`src/rtl/grid_frame_streamer_if.sv`:
```
// Valid/ready sample stream from the grid frame streamer to the network input stage.
// master drives the samples and the slave drives out_ready.
interface grid_frame_streamer_if #(
  parameter int ADDR_W = 10,
  parameter int DATA_W = 8
);
  logic [DATA_W-1:0] out_data;
  logic              out_valid;
  logic              out_ready;
  logic              out_last;
  logic [ADDR_W-1:0] out_index;

  modport master (
    output out_data,
    output out_valid,
    output out_last,
    output out_index,
    input  out_ready
  );

  modport slave (
    input  out_data,
    input  out_valid,
    input  out_last,
    input  out_index,
    output out_ready
  );
endinterface

```
`src/rtl/grid_frame_streamer.sv`:
```
// Reads the 28x28 one-bit drawing grid in row-major order and streams each cell as
// an 8-bit intensity sample. It also counts the set cells of each frame for debug.
module grid_frame_streamer #(
  parameter int                GRID_SIZE = 28,
  parameter int                PIXELS    = GRID_SIZE * GRID_SIZE,
  parameter int                ADDR_W    = 10,
  parameter int                DATA_W    = 8,
  parameter logic [DATA_W-1:0] ON_VALUE  = 8'd255
) (
  input  logic                 CLOCK_50,
  input  logic                 resetn,
  input  logic                 start,
  input  logic                 abort,
  output logic [ADDR_W-1:0]    mem_addr,
  input  logic                 mem_rd_data,
  grid_frame_streamer_if.master stream,
  output logic                 busy,
  output logic                 done,
  output logic [ADDR_W-1:0]    pixel_count
);

  localparam logic [ADDR_W-1:0] LAST_IDX = ADDR_W'(PIXELS - 1);

  typedef enum logic [2:0] {
    S_IDLE,
    S_READ,
    S_LATCH,
    S_SEND,
    S_DONE
  } state_t;

  state_t            state_reg;
  state_t            state_next;
  logic [ADDR_W-1:0] index_reg;
  logic [ADDR_W-1:0] addr_hold_reg;
  logic [DATA_W-1:0] data_reg;
  logic              valid_reg;
  logic              last_reg;
  logic [ADDR_W-1:0] out_index_reg;
  logic [ADDR_W-1:0] count_reg;
  logic              abort_hit;
  logic              xfer;

  assign abort_hit = abort && (state_reg != S_IDLE);
  assign xfer      = valid_reg && stream.out_ready;

  always_ff @(posedge CLOCK_50 or negedge resetn) begin
    if (!resetn) begin
      state_reg <= S_IDLE;
    end else begin
      state_reg <= state_next;
    end
  end

  // abort outranks everything, including a transfer on the same edge
  always_comb begin
    state_next = state_reg;
    if (abort_hit) begin
      state_next = S_IDLE;
    end else begin
      case (state_reg)
        S_IDLE:  if (start) state_next = S_READ;
        S_READ:  state_next = S_LATCH;
        S_LATCH: state_next = S_SEND;
        S_SEND: begin
          if (xfer) state_next = (index_reg == LAST_IDX) ? S_DONE : S_READ;
        end
        S_DONE:  state_next = S_IDLE;
        default: state_next = S_IDLE;
      endcase
    end
  end

  // the address is live only during READ so the memory sees a stable index elsewhere
  always_comb begin
    busy     = 1'b0;
    done     = 1'b0;
    mem_addr = addr_hold_reg;
    case (state_reg)
      S_IDLE:  busy = 1'b0;
      S_READ: begin
        busy     = 1'b1;
        mem_addr = index_reg;
      end
      S_DONE: begin
        busy = 1'b1;
        done = 1'b1;
      end
      default: busy = 1'b1;
    endcase
  end

  always_ff @(posedge CLOCK_50 or negedge resetn) begin
    if (!resetn) begin
      index_reg     <= '0;
      addr_hold_reg <= '0;
      data_reg      <= '0;
      valid_reg     <= 1'b0;
      last_reg      <= 1'b0;
      out_index_reg <= '0;
      count_reg     <= '0;
    end else if (abort_hit) begin
      valid_reg <= 1'b0;
      last_reg  <= 1'b0;
    end else begin
      case (state_reg)
        S_IDLE: begin
          if (start) begin
            index_reg <= '0;
            count_reg <= '0;
          end
        end
        S_READ: addr_hold_reg <= index_reg;
        S_LATCH: begin
          data_reg      <= mem_rd_data ? ON_VALUE : '0;
          valid_reg     <= 1'b1;
          out_index_reg <= index_reg;
          last_reg      <= (index_reg == LAST_IDX);
          count_reg     <= count_reg + ADDR_W'(mem_rd_data);
        end
        S_SEND: begin
          if (xfer) begin
            valid_reg <= 1'b0;
            last_reg  <= 1'b0;
            if (index_reg != LAST_IDX) index_reg <= index_reg + ADDR_W'(1);
          end
        end
        S_DONE: ;
        default: ;
      endcase
    end
  end

  assign stream.out_data  = data_reg;
  assign stream.out_valid = valid_reg;
  assign stream.out_last  = last_reg;
  assign stream.out_index = out_index_reg;
  assign pixel_count      = count_reg;

endmodule
```
`src/flat_wrapper.sv`:
```
// flat-port wrapper written by rule: the top's interface ports become plain ports
module grid_frame_streamer_flat 
#(
  parameter int                GRID_SIZE = 28,
  parameter int                PIXELS    = GRID_SIZE * GRID_SIZE,
  parameter int                ADDR_W    = 10,
  parameter int                DATA_W    = 8,
  parameter logic [DATA_W-1:0] ON_VALUE  = 8'd255
)
  (CLOCK_50, resetn, start, abort, mem_addr, mem_rd_data, busy, done, pixel_count, stream_out_data, stream_out_valid, stream_out_last, stream_out_index, stream_out_ready);
  grid_frame_streamer_if #(.ADDR_W(ADDR_W), .DATA_W(DATA_W)) stream_i ();
  input  logic CLOCK_50;
  input  logic resetn;
  input  logic start;
  input  logic abort;
  output logic [ADDR_W-1:0] mem_addr;
  input  logic mem_rd_data;
  output logic busy;
  output logic done;
  output logic [ADDR_W-1:0] pixel_count;
  output wire logic [$bits(stream_i.out_data)-1:0] stream_out_data;
  output wire logic [$bits(stream_i.out_valid)-1:0] stream_out_valid;
  output wire logic [$bits(stream_i.out_last)-1:0] stream_out_last;
  output wire logic [$bits(stream_i.out_index)-1:0] stream_out_index;
  input wire logic [$bits(stream_i.out_ready)-1:0] stream_out_ready;
  assign stream_out_data = stream_i.out_data;
  assign stream_out_valid = stream_i.out_valid;
  assign stream_out_last = stream_i.out_last;
  assign stream_out_index = stream_i.out_index;
  assign stream_i.out_ready = stream_out_ready;
  grid_frame_streamer #(.GRID_SIZE(GRID_SIZE), .PIXELS(PIXELS), .ADDR_W(ADDR_W), .DATA_W(DATA_W), .ON_VALUE(ON_VALUE)) u_core (.CLOCK_50(CLOCK_50), .resetn(resetn), .start(start), .abort(abort), .mem_addr(mem_addr), .mem_rd_data(mem_rd_data), .stream(stream_i), .busy(busy), .done(done), .pixel_count(pixel_count));
endmodule
```
`config.mk`:
```
export PLATFORM = sky130hd
export DESIGN_NAME = grid_frame_streamer_flat
export DESIGN_NICKNAME = d
export VERILOG_FILES = /design/src/rtl/grid_frame_streamer_if.sv /design/src/rtl/grid_frame_streamer.sv /design/src/flat_wrapper.sv
export SDC_FILE = /design/constraint.sdc
export NUM_CORES = 1
export LEC_CHECK = 0
export CORE_ASPECT_RATIO = 1.75
export CORE_MARGIN = 1
export CORE_UTILIZATION = 30
export CTS_BUF_LIST = sky130_fd_sc_hd__clkbuf_8
export CTS_CLUSTER_DIAMETER = 50
export CTS_CLUSTER_SIZE = 24
export DETAILED_ROUTE_END_ITERATION = 16
export PLACE_DENSITY = 0.62
export SLEW_MARGIN = 10
export SYNTH_ARGS = -nofsm -noshare
export SYNTH_HDL_FRONTEND = slang
export SYNTH_SLANG_ARGS = --single-unit
export TNS_END_PERCENT = 10
```
`constraint.sdc`:
```
create_clock -name CLOCK_50 -period 2.92 [get_ports CLOCK_50]
set_input_delay 0.584 -clock CLOCK_50 [delete_from_list [all_inputs] [get_ports CLOCK_50]]
set_output_delay 0.584 -clock CLOCK_50 [all_outputs]
set_load 0.005 [all_outputs]
```
==> results of run 1 <==
[report_power, final]
| part | switching, mW | internal (mW) |
|---|---|---|
| Combinational | 0.174 | 0.242 |
| Sequential | 0.0582 | 0.677 |
| Clock | 0.212 | 0.161 |
| Total | 0.445 | 1.08 |
[cell type report]
cell class                 instances  area [um2]  share of cell area [%]
timing repair buffer              54         518                    17.4
inverter                           4        15.0                   0.503
sequential                        46        1150                    38.6
clock buffer                       5        68.8                    2.31
clock inverter                     2        11.3                   0.377
tap                               88         110                    3.69
multi-input combinational        150        1110                    37.2
[per-layer routing]
layer	wire, um	GRT usage (%)
met5	0	0
met1	2190	14.4
met4	88	6.12
met3	169	3.19
met2	2930	25.9
[worst max-delay path: cells and delay by family (launching register included)]
kind | cells | cell delay (ns)
buffers and inverters | 3 | 0.81
flip-flops | 1 | 0.56
multiplexers | 1 | 0.36
AND/OR/NAND/NOR | 1 | 0.12
[through the flow]
stage	setup slack [ns]	power [mW]
6_report	0.185	1.52
3_3_place_gp	0.555	1.16
2_1_floorplan	1.04	0.989
5_1_grt	0.0667	1.61
4_1_cts	0.163	1.56
3_5_place_dp	0.515	1.17
[synthesized netlist by cell type (3+ instances only)]
master     n  area share [%]
dfrtp_1   46              48
nand3_1    7             1.5
mux2_2    32              15
buf_4      8             2.5
nor2b_1    4             1.0
o21ai_0   11             2.3
ha_1       3             1.6
clkbuf_1   5            0.79
nor3_1     5             1.0
nand2b_1   3            0.79
xor2_1     3             1.1
a21o_1     4             1.3
or3_1      6             1.6
buf_2      4            0.84
nand2_1    9             1.4
a22oi_1    3            0.94
nor2_1    13             2.0
a21oi_1   13             2.7
inv_1      4            0.63
o211ai_1   4             1.3
[worst max-delay path by stage]
stage                                                from          end  slack (ns)  depth (start not counted)
after floorplan           u_core.state_reg[0]$_DFFE_PN0P_  mem_addr[0]        1.04                          4
after global routing      u_core.state_reg[0]$_DFFE_PN0P_  mem_addr[8]        0.07                          5
after global placement    u_core.state_reg[0]$_DFFE_PN0P_  mem_addr[8]        0.55                          5
after detailed placement  u_core.state_reg[0]$_DFFE_PN0P_  mem_addr[5]        0.52                          5
after CTS                 u_core.state_reg[0]$_DFFE_PN0P_  mem_addr[3]        0.16                          5
final                     u_core.state_reg[0]$_DFFE_PN0P_  mem_addr[3]        0.19                          5
[cells by family (layout without fill, tap and decap cells)]
| kind of cell | count (synthesis) | count (layout) | share of synthesized area, % |
|---|---|---|---|
| simple gates | 64 | 64 | 15.7 |
| compound gates | 46 | 46 | 12.3 |
| flops | 46 | 46 | 48.2 |
| mux | 34 | 34 | 15.9 |
| buf+inv | 22 | 65 | 5.24 |
| fa+ha+maj | 3 | 3 | 1.57 |
| xor+xnor | 3 | 3 | 1.10 |
==> metrics.txt, run 1 <==
Worst EP arrival=~2.2 ns; Worst path slowest cell=dfrtp_1; vias in the first global route=1868; Worst R2R Setup Slack=around 1.1 ns; Setup Skew=around 0.0064 ns; leakage power=approximately 1.3 nW; WHS=about 0.18 ns; synthesized area per cell=~11 um2; GRT Overall Usage=about 14%; cts bufs inserted=5; placed inst area=approximately 0.0029 mm2; CP startpoint kind=register; YS warnings=0; Post-Place Cells=around 340; endpoint class of the critical path=output port; worst r2r dst=u_core.index_reg[8]$_DFFE_PN0P_; Tmin final=around 2.7 ns; Syn Nets=227; Syn Std Cell Area=~0.0024 mm2; # hold bufs at CTS=0; Max VDD drop=0.303 mV; 1st-iter DRT viols=between 90 and 100; Hold Vio Cnt, Final=0; wire length of the first global-routing pass=between 9000 and 10000 um; main flop type after synthesis=dfrtp_1; CTS tree=built; clk_lat worst skew=approximately 0.30 ns; # DRC=0; Final Instance Area=approximately 0.003 mm2; core footprint=between 0.007 and 0.008 mm2; Reg2Reg Depth=4; worst r2r src=u_core.state_reg[2]$_DFFE_PN0P_; Hold Crit Class=in -> async; number of setup buffers added after CTS=0; Distinct cells, synth=44; final setup fails=0; Fill cells=about 750; slew at the pin closest to its max-slew limit=roughly 0.65 ns; Setup Crit Path Kind=reg -> out; Final ANT Viol Nets=0; Area Overhead vs Synth=25.1%; routed wire length=approximately 5400 um; Die Wd=a little under 70 um; nets=270; Max Slew Vio Count=0; die footprint=around 0.0083 mm2; Starting Density=31.3%; Gates resized, CTS repair=0; Fmax=about 370 MHz; average wire per standard cell=around 15 um; 1st-pass router iterations=4; commonest non-fill, non-tap cells in the layout=clkdlybuf4s50_1, dfrtp_1, mux2_2, nor2_1, a21oi_1; CTS root buffer=clkbuf_8; Critical Path, Cell by Cell=inv_1 > nor3_4 > buf_4 > mux2_2 > clkdlybuf4s50_1; post-synthesis sequential area ratio=between 40% and 50%; RSZ-0062 raised after global routing=no; Final Non-Filler Cells=around 350; Slowest Stage Delay on Critical Path=around 0.56 ns; Max H-tree Level=2; total negative slack=0 ns; CP max FO=11; outcome=completed; DIE HEIGHT=about 120 um; # clock sinks=46; port bufs=47; Clk pin slew, worst setup/hold paths=around 0.09 ns; post-layout util=roughly two fifths; grt total ovfl=0; Mapped Cells=218; Rows=42; WP data required=between 2 and 2.5 ns; Max transition margin=a little under three fifths; number of flops mapped to enable cells by yosys=0; clock tree buffer depth=2; via count=around 1.8k; max cap viols=0; largest net degree at the start of global routing=19; fraction of registers with async set or reset after synthesis=100%; Vias per Instance=between 5 and 6; power per cell area=between 500 and 600 mW/mm2; I/O pins=48; antenna violations before repair=0; Antenna Cells=0; Final Cycle Share=a little over nine tenths; layout cells sized above 1=19.2%; hpwl dp=4030 um; FF+latch count, synth=46; GPL Wtd Cong=a little over 0.8
(Power assumes the default switching activity.)
==> run 2: changes to the inputs <==
==> constraint.sdc (replaced) <==
create_clock -name CLOCK_50 -period 2.92 [get_ports CLOCK_50]
set_input_delay 0.584 -clock CLOCK_50 [delete_from_list [all_inputs] [get_ports CLOCK_50]]
set_output_delay 0.584 -clock CLOCK_50 [all_outputs]
set_load 0.02 [all_outputs]
==> metrics.txt, run 2 (synthesis gave the netlist of run 1 again) <==
outcome=completed; slew at the pin closest to its max-slew limit=0.620 ns (-0.0263 ns); dpl ws=0.526 ns (+0.0108 ns); Rows=42 (unchanged); Clk pin slew, worst setup/hold paths=0.10 ns (about the same); average wire per standard cell=15.2 um (-1.1%); RSZ-0062 raised after global routing=no; nets=270 (unchanged); via count=1798 (-0.55%); Antenna Cells=0 (unchanged); Worst EP arrival=2.13 ns (-0.02 ns); Final Cycle Share=93.0% (-0.62 points); hpwl dp=3980 um (-1.1%); Final Non-Filler Cells=350 (+0.29%); clk_lat worst skew=0.31 ns (about the same); Max transition margin=58.3% (+1.8 points); Die Wd=69.4 um (unchanged); Max H-tree Level=2 (unchanged); GPL Wtd Cong=0.768 (-6.3%); worst setup margin=0.203 ns (+0.0182 ns); max cap viols=0 (unchanged); wire length of the first global-routing pass=9120 um (+0.45%); # DRC=0 (unchanged); Max Slew Vio Count=0 (unchanged); Fmax=368 MHz (+0.67%); Tmin final=2.72 ns (-0.0182 ns); CTS tree=built; antenna violations before repair=0 (unchanged); CP startpoint kind=register; CTS root buffer=clkbuf_8; cts bufs inserted=5 (unchanged); Setup Skew=0.0118 ns (+0.00539 ns); core footprint=0.00762 mm2 (unchanged); clock tree buffer depth=2 (unchanged); overall power after layout=1.66 mW (+8.7%); Area Overhead vs Synth=25.5%; # hold bufs at CTS=0 (unchanged); final setup fails=0 (unchanged); leakage power=1.33 nW (+0.22%); Max VDD drop=0.289 mV (-4.6%); Hold Crit Class=in -> async; total negative slack=0 ns (unchanged); # clock sinks=46 (unchanged); Hold Vio Cnt, Final=0 (unchanged); I/O pins=48 (unchanged); commonest non-fill, non-tap cells in the layout=clkdlybuf4s50_1, dfrtp_1, mux2_2, nor2_1, a21oi_1; grt total ovfl=0 (unchanged); vias in the first global route=1855 (-0.70%); Vias per Instance=5.14 (-0.84%); Gates resized, CTS repair=0 (unchanged); CP max FO=10 (-1); die footprint=0.00833 mm2 (unchanged); 1st-pass router iterations=4 (unchanged); layout cells sized above 1=19.8% (+0.69 points); routed wire length=5330 um (-0.82%); Setup Crit Path Kind=reg -> out; endpoint class of the critical path=output port; largest net degree at the start of global routing=27 (+8); number of setup buffers added after CTS=0 (unchanged); post-layout util=39.3% (+0.13 points); port bufs=47 (unchanged); DIE HEIGHT=120 um (unchanged); GRT Overall Usage=13.9% (+0.018 points); Post-Place Cells=342 (unchanged); Final Instance Area=0.00300 mm2 (+0.34%); WHS=0.284 ns (+0.107 ns); power per cell area=553 mW/mm2 (+8.4%); Final ANT Viol Nets=0 (unchanged); Starting Density=31.3% (unchanged); placed inst area=0.00291 mm2 (unchanged); WP data required=2.34 ns (about the same); 1st-iter DRT viols=42 (-57%)
run 2: cell count changes in the layout (fill, tap and decap cells not counted):
cell,before,now
clkinv_2,0,1
clkinv_4,0,1
inv_1,5,4
run 2: final timing paths:
path | from | cells after the start | to | slack, ns
min | resetn | 1 | u_core.pixel_count[8]$_DFFE_PN0P_ | 0.28
min in group CLOCK_50 | u_core.addr_hold_reg[1]$_DFFE_PN0N_ | 1 | u_core.addr_hold_reg[1]$_DFFE_PN0N_ | 0.51
max | u_core.state_reg[1]$_DFFE_PN0P_ | 4 | mem_addr[4] | 0.20
max in group asynchronous | resetn | 2 | u_core.stream.out_data[6]$_DFFE_PN0P_ | 1.92
min reg2reg | u_core.addr_hold_reg[1]$_DFFE_PN0N_ | 1 | u_core.addr_hold_reg[1]$_DFFE_PN0N_ | 0.51
max reg2reg | u_core.index_reg[0]$_DFFE_PN0P_ | 5 | u_core.index_reg[0]$_DFFE_PN0P_ | 1.12
run 2: area by class of cell:
| cell class | count | area (um2) |
|---|---|---|
| multi-input cells | 150 | 1110 |
| flip-flops and latches | 46 | 1150 |
| repair buffers | 54 | 518 |
| clock buffers | 5 | 68.8 |
| fillers | 771 | 4620 |
| well taps | 88 | 110 |
| inverters | 4 | 15.0 |
| clock inverters | 3 | 21.3 |
run 2: power breakdown:
part / switching (mW) / total (mW) / leakage, nW / internal, mW
clock: 0.230 / 0.399 / 0.0441 / 0.169
sequential: 0.0512 / 0.728 / 0.635 / 0.677
combinational: 0.284 / 0.531 / 0.650 / 0.247
run 2: routing by layer:
metal  up-vias  share of wire (%)  GRT usage (%)  wire, um
met5         -                  0              0         0
met4         0                1.5           5.23        78
met3         7                2.9           3.11       153
met2        30                 55           25.8      2940
met1       892                 40           15.0      2160
li1        869                  -              -         -
run 2: worst max-delay path: stages, from the launching register on:
cell             delay [ns]
dfrtp_1                0.52
nor3_4                 0.20
buf_4                  0.21
mux2_2                 0.36
clkdlybuf4s50_1        0.54
